[src/rtl/fetch_pkg.sv]
// Shared types and constants for the instruction fetch stage.
package fetch_pkg;

  localparam int          INSTR_W = 32;
  localparam logic [31:0] PC_STEP = 32'd4;

  typedef enum logic [1:0] {
    IDLE,
    REQ,
    VALID,
    KILL
  } fetch_state_e;

  // Fetch targets are always word aligned; the low two bits are dropped.
  function automatic logic [31:0] align_pc(input logic [31:0] pc);
    return {pc[31:2], 2'b00};
  endfunction

endpackage

[src/rtl/fetch_buf.sv]
// Single-entry instruction/pc holding register with valid/ready handshake to decode.
module fetch_buf
  import fetch_pkg::*;
(
  input  logic               clk_i,
  input  logic               rst_i,
  input  logic               load_i,
  input  logic               flush_i,
  input  logic [INSTR_W-1:0] data_i,
  input  logic [31:0]        pc_i,
  input  logic               ready_i,
  output logic               valid_o,
  output logic [INSTR_W-1:0] instr_o,
  output logic [31:0]        pc_o,
  output logic [15:0]        imm16_o
);

  logic               valid_q;
  logic [INSTR_W-1:0] instr_q;
  logic [31:0]        pc_q;

  // Flush wins over everything; a load only arrives while the entry is empty.
  always_ff @(posedge clk_i or negedge rst_i) begin
    if (!rst_i) begin
      valid_q <= 1'b0;
      instr_q <= '0;
      pc_q    <= '0;
    end else if (flush_i) begin
      valid_q <= 1'b0;
    end else if (load_i) begin
      valid_q <= 1'b1;
      instr_q <= data_i;
      pc_q    <= pc_i;
    end else if (ready_i) begin
      valid_q <= 1'b0;
    end
  end

  assign valid_o = valid_q;
  assign instr_o = instr_q;
  assign pc_o    = pc_q;
  assign imm16_o = instr_q[15:0];

endmodule

[src/rtl/instr_fetch.sv]
// Instruction fetch FSM: issues imem requests, tracks the PC and handles redirects.
// Optional FETCH_ALIGN_CHECK_EN adds fault_o for misaligned redirect targets.
module instr_fetch
  import fetch_pkg::*;
#(
  parameter logic [31:0] RESET_PC = 32'h0000_0000
) (
  input  logic               clk_i,
  input  logic               rst_i,
  output logic               imem_req_o,
  output logic [31:0]        imem_addr_o,
  input  logic               imem_ack_i,
  input  logic [INSTR_W-1:0] imem_data_i,
  output logic               instr_valid_o,
  input  logic               instr_ready_i,
  output logic [INSTR_W-1:0] instr_o,
  output logic [31:0]        pc_o,
  output logic [15:0]        imm16_o,
  input  logic               redirect_i,
  input  logic [31:0]        redirect_pc_i
`ifdef FETCH_ALIGN_CHECK_EN
  ,
  output logic               fault_o
`endif
);

  fetch_state_e state_q, state_d;
  logic [31:0]  pc_q, pc_d;
  logic [31:0]  addr_q, addr_d;
  logic         req_q;
  logic         buf_load, buf_flush;
  logic [31:0]  tgt;

  assign tgt = align_pc(redirect_pc_i);

  // pc_q is the next address to fetch; addr_q is the address on the bus, which
  // must stay put in KILL while pc_q already holds the redirect target.
  always_comb begin
    state_d   = state_q;
    pc_d      = pc_q;
    addr_d    = addr_q;
    buf_load  = 1'b0;
    buf_flush = 1'b0;
    case (state_q)
      IDLE: begin
        state_d = REQ;
        if (redirect_i) begin
          pc_d   = tgt;
          addr_d = tgt;
        end else begin
          addr_d = pc_q;
        end
      end
      REQ: begin
        if (redirect_i) begin
          pc_d = tgt;
          if (imem_ack_i) addr_d = tgt;
          else            state_d = KILL;
        end else if (imem_ack_i) begin
          buf_load = 1'b1;
          pc_d     = addr_q + PC_STEP;
          state_d  = VALID;
        end
      end
      VALID: begin
        if (redirect_i) begin
          buf_flush = 1'b1;
          pc_d      = tgt;
          addr_d    = tgt;
          state_d   = REQ;
        end else if (instr_ready_i) begin
          addr_d  = pc_q;
          state_d = REQ;
        end
      end
      KILL: begin
        if (redirect_i) pc_d = tgt;
        if (imem_ack_i) begin
          addr_d  = redirect_i ? tgt : pc_q;
          state_d = REQ;
        end
      end
      default: state_d = IDLE;
    endcase
  end

  always_ff @(posedge clk_i or negedge rst_i) begin
    if (!rst_i) begin
      state_q <= IDLE;
      pc_q    <= RESET_PC;
      addr_q  <= RESET_PC;
      req_q   <= 1'b0;
    end else begin
      state_q <= state_d;
      pc_q    <= pc_d;
      addr_q  <= addr_d;
      req_q   <= (state_d == REQ) || (state_d == KILL);
    end
  end

  assign imem_req_o  = req_q;
  assign imem_addr_o = addr_q;

`ifdef FETCH_ALIGN_CHECK_EN
  logic fault_q;
  always_ff @(posedge clk_i or negedge rst_i) begin
    if (!rst_i) fault_q <= 1'b0;
    else        fault_q <= redirect_i && (redirect_pc_i[1:0] != 2'b00);
  end
  assign fault_o = fault_q;
`endif

  fetch_buf u_buf (
    .clk_i   (clk_i),
    .rst_i   (rst_i),
    .load_i  (buf_load),
    .flush_i (buf_flush),
    .data_i  (imem_data_i),
    .pc_i    (addr_q),
    .ready_i (instr_ready_i),
    .valid_o (instr_valid_o),
    .instr_o (instr_o),
    .pc_o    (pc_o),
    .imm16_o (imm16_o)
  );

endmodule

[config.mk]
export PLATFORM = sky130hd
export DESIGN_NAME = instr_fetch
export DESIGN_NICKNAME = d
export VERILOG_FILES = /design/src/rtl/fetch_pkg.sv /design/src/rtl/fetch_buf.sv /design/src/rtl/instr_fetch.sv
export SDC_FILE = /design/constraint.sdc
export NUM_CORES = 1
export LEC_CHECK = 0
export CAP_MARGIN = 20
export CORE_MARGIN = 10
export CORE_UTILIZATION = 53
export CTS_BUF_LIST = sky130_fd_sc_hd__clkbuf_8
export DETAILED_ROUTE_END_ITERATION = 8
export PLACE_DENSITY_LB_ADDON = 0.12
export SETUP_SLACK_MARGIN = 0.1
export SLEW_MARGIN = 10
export SYNTH_ARGS = -nofsm -noshare
export SYNTH_HDL_FRONTEND = slang
export SYNTH_SLANG_ARGS = --single-unit
[constraint.sdc]
create_clock -name clk_i -period 3.8 [get_ports clk_i]
set_clock_uncertainty 0.2 [all_clocks]
set_input_delay 0.76 -clock clk_i [delete_from_list [all_inputs] [get_ports clk_i]]
set_output_delay 0.76 -clock clk_i [all_outputs]
set_load 0.005 [all_outputs]
-- Word-level counts from Yosys, hierarchy flattened
Index checks and enable logic that the tools add are counted.
- bits in registers: 132
- input port bits: 69
- output and inout bits: 114
- word-level logic and storage cells: 50
- $add $sub $neg: 1
- equal/unequal tests: 10
- muxes and demuxes: 25
- bitwise operators: 1
- reduce and logical (&&, ||, !) cells: 6
- operator list (kind ; number):
    $mux W32 ; 8
    $pmux W32 S4 ; 1
    $pmux W32 S2 ; 1
    $add A32 B3 Y32 const B ; 1
    $mux W2 ; 6
    $mux W1 ; 8
    $pmux W2 S4 ; 1
    $eq A2 B2 Y1 const B ; 3
    $ne A2 B2 Y1 const B ; 3
    $ne A3 B3 Y1 const B ; 2
    $eq A2 B1 Y1 const B ; 2
    $reduce_and A4 Y1 ; 1
    $reduce_bool A3 Y1 ; 1
    $reduce_or A3 Y1 ; 1
    $logic_not A2 Y1 ; 1
    $reduce_and A2 Y1 ; 1
    $logic_or A1 B1 Y1 ; 1
    $not A1 Y1 ; 1

-- Depth between registers and ports, before layout
Gate-level depths: netlist of the first run.
- word-level depth: 5
- depth in mapped cells: 7

-- Hierarchy
From an unflattened synthesis of the first run, not the netlist that was laid out.
- cells, all modules: 547
- area, all modules: 6493.7 um^2
- modules (own cells, without submodules) (module ; times used ; cells each ; area each (um^2) ; sequential area each (um^2)):
    instr_fetch ; 1 ; 391 ; 3632.2 ; 1676.6
    fetch_buf ; 1 ; 156 ; 2861.5 ; 1626.6

-- Worst setup path before layout of the first run
OpenSTA, ideal clock, no wires.
- path kind: input-to-reg
- start: input redirect_i
- end: register addr_q[10] (netlist: imem_addr_o[10])
- data arrival time: 1648 ps
- data required time: 3463 ps
- slack: 1815 ps
- stages: 5
- buffers on the path: 2
- cell sequence: buf_2 > nor4_1 > a21oi_1 > clkbuf_1 > a21oi_1
- cells in the longest elaborated chain, start to end: 3
- elaborated cells on any way between the ends: 7
- those cells by class: eq/ne: 2; mux: 4; reduce/logical: 1
- ends and longest elaborated chain (what ; RTL line ; source):
    from (decl) ; instr_fetch.sv:19 ; input logic redirect_i,
    $mux W32 ; - ;
    $mux W32 ; instr_fetch.sv:78 ; if (imem_ack_i) begin
    $pmux W32 S4 ; instr_fetch.sv:44 ; case (state_q)
    to (signal assigned) ; instr_fetch.sv:96 ; addr_q <= addr_d;
    to (decl) ; instr_fetch.sv:29 ; logic [31:0] addr_q, addr_d;
Parallel ways exist; a longest one is shown, timed or not. The select of a mux whose other input is x is not followed.
A chain may end at the register's enable or synchronous reset.

-- Worst setup path in the final report of the first run
- start: register addr_q[10] (netlist: imem_addr_o[10])
- end: output imem_addr_o[10]
- RTL lines (what ; RTL line ; source):
    to (decl) ; instr_fetch.sv:11 ; output logic [31:0] imem_addr_o,
No word-level cell between the ends.

==> run metrics, run 1 <==
status complete, no violations; CTS Hold Bufs 0; Crit Path Max Fanout 7; worst path arrival time 1.58 ns; DR WL/cell 17.7 um; crit share post-route 66.8%; register area share after synthesis 53.0%; Worst setup EP type output port; first-pass GRT wire length 28.2 mm; Pwr per Cell Area 579 nW/um^2; Core Util, Final 73.3%; Post-Syn Instances 693; Die Y 128 um; Hold Violations, Final 0; critical path type reg -> out; CTS buffer count 17; Slew HR 39.1%; DR DRC count 0; worst hold slack 0.226 ns; die area 16500 sq um; Max Buffers Root-to-Sink 2; layout cell share with drive strength beyond 1 6.77%; CTS tree built; total grt overflow 0; Post-Route WL 17.7 mm; slowest CP cell clkdlybuf4s50_1; routed via count 5414; reg2reg end pc_q[31]; Max VDD drop 0.000467 V; number of I/O pins 183; Final Max Tran Viols 0; Setup TNS 0 ns; DR vias/cell 5.41; Max stage delay on crit path 0.60 ns; CTS Sinks 132; n_diodes 0; Area Overhead vs Synth 34.8%; gr usage total 21.2%; Worst-Margin Slew 0.914 ns; CP Cell Sequence clkdlybuf4s50_1; RSZ-0062 raised after global routing no; fmax 394 MHz; initial antenna violation count 0; total of warnings raised by yosys 0; via count of the first global-routing pass 5488; final setup fails 0; Required @ worst endpoint 2.84 ns; Die X 128 um; DRT iter0 DRCs 413; Post-DRT Antenna Nets 0; largest net degree at the start of global routing 100; H-tree lvl count 4; post-synth net total 763; Worst-path clk slew 0.07 ns; worst hold path type in -> async; Root Driver clkbuf_8; P_leak 3.82 nW; CTS resizes 0; top cell family by delay on the critical path buffers and inverters; Mapped Area 6230 sq um; post-synth cell types 44; core area 11500 sq um; Post-CTS Setup Repair Bufs 0; crit path buf inv count 1; DPL Wire Length 12.6 mm; Rows 39; R2R Path Start state_q[0]; reg2reg setup slack 1.52 ns; Buffers on Ports 180; Final Net Count 918; Starting Density 54.4%; max_cap viols 0; 1st-pass router iterations 4; Final Critical Period 2.54 ns; R2R cell count 6; Clk Latency, worst-skew pair 0.44 ns; Power, Total 4.87 mW; Yosys reg bits 132; type of origin of the critical path flip-flop; syn_area_per_cell 9.00 sq um; Placer Congestion 0.817
[layer usage]
metal	up-vias	share of wire (%)	GRT usage, %
met1	2623	40	25.4
met4	0	1.6	8.01
met2	195	51	35.5
met5	-	0	0
li1	2573	-	-
met3	23	7.8	5.95
[where the power goes]
group          leakage, nW  internal [mW]  switching (mW)  total (mW)
logic                 2.04          0.971           0.709        1.68
clock network        0.190          0.564           0.507        1.07
registers             1.59           1.77           0.344        2.12
[cell type report]
class                           instances  area (sq um)
Sequential cell                       132          3300
Fill cell                             906          3060
Multi-Input combinational cell        499          2640
Timing Repair Buffer                  192          1910
Clock buffer                           21           289
Tap cell                              143           179
Clock inverter                          7          58.8
Inverter                                6          22.5
[layout by cell type, fill, tap and decap left out, types with 7 or more instances in the layout]
cell / synthesis / final
buf_4: 18 / 10
nand2_1: 242 / 242
o21ai_0: 10 / 10
inv_1: 6 / 7
a21oi_1: 52 / 50
nand3_1: 12 / 12
xor2_1: 23 / 23
nor2_1: 55 / 55
dfrtp_1: 132 / 132
clkdlybuf4s50_1: 0 / 178
o221ai_1: 8 / 8
mux2i_1: 33 / 33
nand4_1: 7 / 7
clkbuf_8: 0 / 21
[how the worst max path moves through the flow]
stage	from	to	cells past startpoint
6_report	imem_addr_o[10]	imem_addr_o[10]	1
5_1_grt	imem_ack_i	pc_q[31]	7
4_1_cts	imem_addr_o[10]	imem_addr_o[10]	1
3_5_place_dp	imem_ack_i	pc_q[31]	7
3_3_place_gp	imem_ack_i	pc_q[31]	7
2_1_floorplan	redirect_i	imem_addr_o[10]	5
[stage by stage]
stage                     setup WS [ns]  std cells  instance area (sq um)
after floorplan                    1.82        693                   6230
after CTS                          1.23       1000                   8410
after detailed placement          0.895        972                   8060
final                              1.26       1000                   8410
after global placement            0.958        972                   8060
after global routing               1.17       1000                   8410
[synth_stat cells, drive strengths merged]
cell | number | area (sq um)
a31oi | 2 | 12.5
o221ai | 10 | 100
nand3b | 1 | 7.51
o21a | 1 | 7.51
a21oi | 52 | 260
mux2i | 33 | 330
xor2 | 23 | 201
and4 | 1 | 8.76
and3 | 6 | 37.5
nor3b | 1 | 7.51
and3b | 1 | 8.76
and2 | 2 | 12.5
ha | 1 | 12.5
or3 | 1 | 6.26
nor2 | 58 | 225
dfrtp | 132 | 3300
inv | 6 | 22.5
a211o | 1 | 8.76
buf | 39 | 236
clkbuf | 17 | 67.6
o21ai | 16 | 91.3
a22o | 2 | 17.5
xnor2 | 4 | 35.0
nand2b | 1 | 6.26
nor2b | 1 | 6.26
nor3 | 6 | 41.3
o21bai | 2 | 15.0
nand3 | 14 | 80.1
nand2 | 242 | 908
nor4 | 3 | 33.8
nand4 | 9 | 86.3
o31ai | 4 | 30.0
o22ai | 1 | 6.26
[sequential cells by signal, indices dropped and copies added, names as in the netlist]
name / flops
imem_req_o: 1
imem_addr_o: 32
u_buf.pc_o: 32
state_q: 2
u_buf.valid_o: 1
u_buf.instr_o: 32
pc_q: 32
[cells by family after synthesis]
kind of cell	Yosys count	synth area share (%)
simple gates	347	23.7
flops	132	53.0
compound gates	91	8.81
buf+inv	62	5.24
mux	33	5.30
xor+xnor	27	3.79
fa+ha+maj	1	0.201
Power figures use the tool's default switching activity.
==> run 2, diff against run 1 <==
CORE_UTILIZATION = 44   (was 53)
clock period = 2.2 ns   (was 3.8 ns; I/O delays follow)
==> run 2 against run 1 <==
Against the previous run: combinational power grew 96%; final cell count rose by 8.2%; worst setup slack got worse by 1.1 ns; non-clock buffer count rose by 44; register-to-register slack worse by 1.3 ns; power is 75% higher; via count increased by 0.92%; utilization decreased by 9.7 points; clock-buffer cell count unchanged; critical path depth did not move; critical path type unchanged.
==> run metrics, run 2 (same netlist as run 1, synthesis figures left out) <==
Setup TNS 0 ns; via count of the first global-routing pass 5616; R2R Path Start imem_addr_o[2]; worst hold slack 0.272 ns; type of origin of the critical path flip-flop; Slew HR 68.1%; Root Driver clkbuf_8; die area 19300 sq um; worst setup path start imem_addr_o[25]; Crit Path Max Fanout 5; Die Y 139 um; DRT iter0 DRCs 269; Clk Latency, worst-skew pair 0.44 ns; placed cell areas 8340 sq um; DR WL/cell 16.9 um; endpoint with the worst hold slack u_buf.pc_o[21]; first-pass GRT wire length 29.7 mm; Combinational Power Share 38.6%; Sw Share 32.0%; initial antenna violation count 0; CP Cell Sequence clkdlybuf4s50_1; Net Switching 2.73 mW; Area Overhead vs Synth 41.6%; Buffers on Ports 180; crit path buf inv count 1; Pwr per Cell Area 965 nW/um^2; Final Critical Period 2.04 ns; reg2reg setup slack 0.21 ns; Required @ worst endpoint 1.56 ns; post-route cell area 8830 sq um; most frequent cells in the layout 242 x nand2_1, 158 x clkdlybuf4s50_1, 120 x dfrtp_1, 55 x nor2_1, 50 x a21oi_1; Worst-path clk slew 0.07 ns; Placer Congestion 0.802; Rows 43; worst path arrival time 1.40 ns; DR DRC count 0; slowest CP cell clkdlybuf4s50_1; Max VDD drop 0.000542 V; H-tree lvl count 4; crit share post-route 92.6%; Starting Density 44.9%; DR vias/cell 5.05; max_cap viols 0; Worst-Margin Slew 0.473 ns; CTS tree built; P_leak 4.09 nW; Final Max Tran Viols 0; CTS buffer count 17; Max Buffers Root-to-Sink 2; Pint 5.79 mW; DPL Wire Length 13.1 mm; fillcell total 1173; gr usage total 18.8%; most common cell after layout, fill and taps aside nand2_1; Clk pwr share 20.3%; total grt overflow 0; 1st-pass router iterations 5; Post-DRT Antenna Nets 0; n_diodes 0; Max stage delay on crit path 0.54 ns; routed via count 5464; Hold Violations, Final 0; Worst setup EP type output port; hold_sp u_buf.pc_o[21]; largest net degree at the start of global routing 66; hold depth 2; number of I/O pins 183; worst hold path type reg -> reg; R2R cell count 6; RSZ-0062 raised after global routing yes; Sequential Power Share 41.2%; Final Net Count 962; Post-Route WL 18.2 mm; reg2reg end pc_q[31]; CTS Sinks 132; layout cell share with drive strength beyond 1 12.7%; final setup fails 0; critical path type reg -> out; status complete, no violations; core area 13900 sq um; fmax 491 MHz; Power, Total 8.52 mW; top cell family by delay on the critical path buffers and inverters; Die X 139 um
-- run 2: cell type report --
cell class	instances	area, sq um	share of cell area [%]
clock buffer	21	289	3.27
clock inverter	8	37.5	0.425
inverter	6	22.5	0.255
multi-input combinational	499	2650	30.0
sequential	132	3320	37.6
tap	180	225	2.55
timing repair buffer	236	2280	25.9
-- run 2: worst max-delay path by stage --
stage | end | slack [ns] | cells past startpoint
after floorplan | pc_q[22] | 0.39 | 6
after global placement | u_buf.pc_o[30] | 0.05 | 6
after detailed placement | u_buf.instr_o[19] | -0.003 | 6
after CTS | imem_addr_o[10] | 0.08 | 2
after global routing | pc_q[12] | 0.07 | 8
final | imem_addr_o[25] | 0.16 | 1
-- run 2: power groups by stage --
stage          Combinational, mW  Sequential (mW)  Clock, mW
4_1_cts                     3.31             3.51       1.78
5_1_grt                     3.62             3.60       1.89
3_5_place_dp                3.22             3.58          0
6_report                    3.29             3.51       1.73
3_3_place_gp                3.17             3.54          0
2_1_floorplan               1.22             3.62          0
-- run 2: metal layers --
| layer | vias up | track usage (%) | part of all wire [%] |
|---|---|---|---|
| met5 | - | 0 | 0 |
| met4 | 0 | 6.64 | 1.3 |
| met3 | 17 | 6.10 | 6.9 |
| met2 | 179 | 31.2 | 49 |
| met1 | 2606 | 22.4 | 42 |
| li1 | 2662 | - | - |
-- run 2: timing repair --
action                                  4_1_cts  5_1_grt
resized for setup                            23       14
endpoints found under the setup margin       23       20
endpoints found under the hold margin        38        0
buffers inserted                             11        4
hold buffers                                  1        0
pin swaps                                     0        1
-- run 2: per-stage QoR --
stage | util, % | setup slack, ns | cells
6_report | 63.6 | 0.164 | 1082
3_5_place_dp | 60.1 | -0.00283 | 1037
5_1_grt | 63.6 | 0.0748 | 1082
2_1_floorplan | - | 0.394 | 693
3_3_place_gp | 60.1 | 0.0452 | 1037
4_1_cts | 63.1 | 0.0760 | 1078
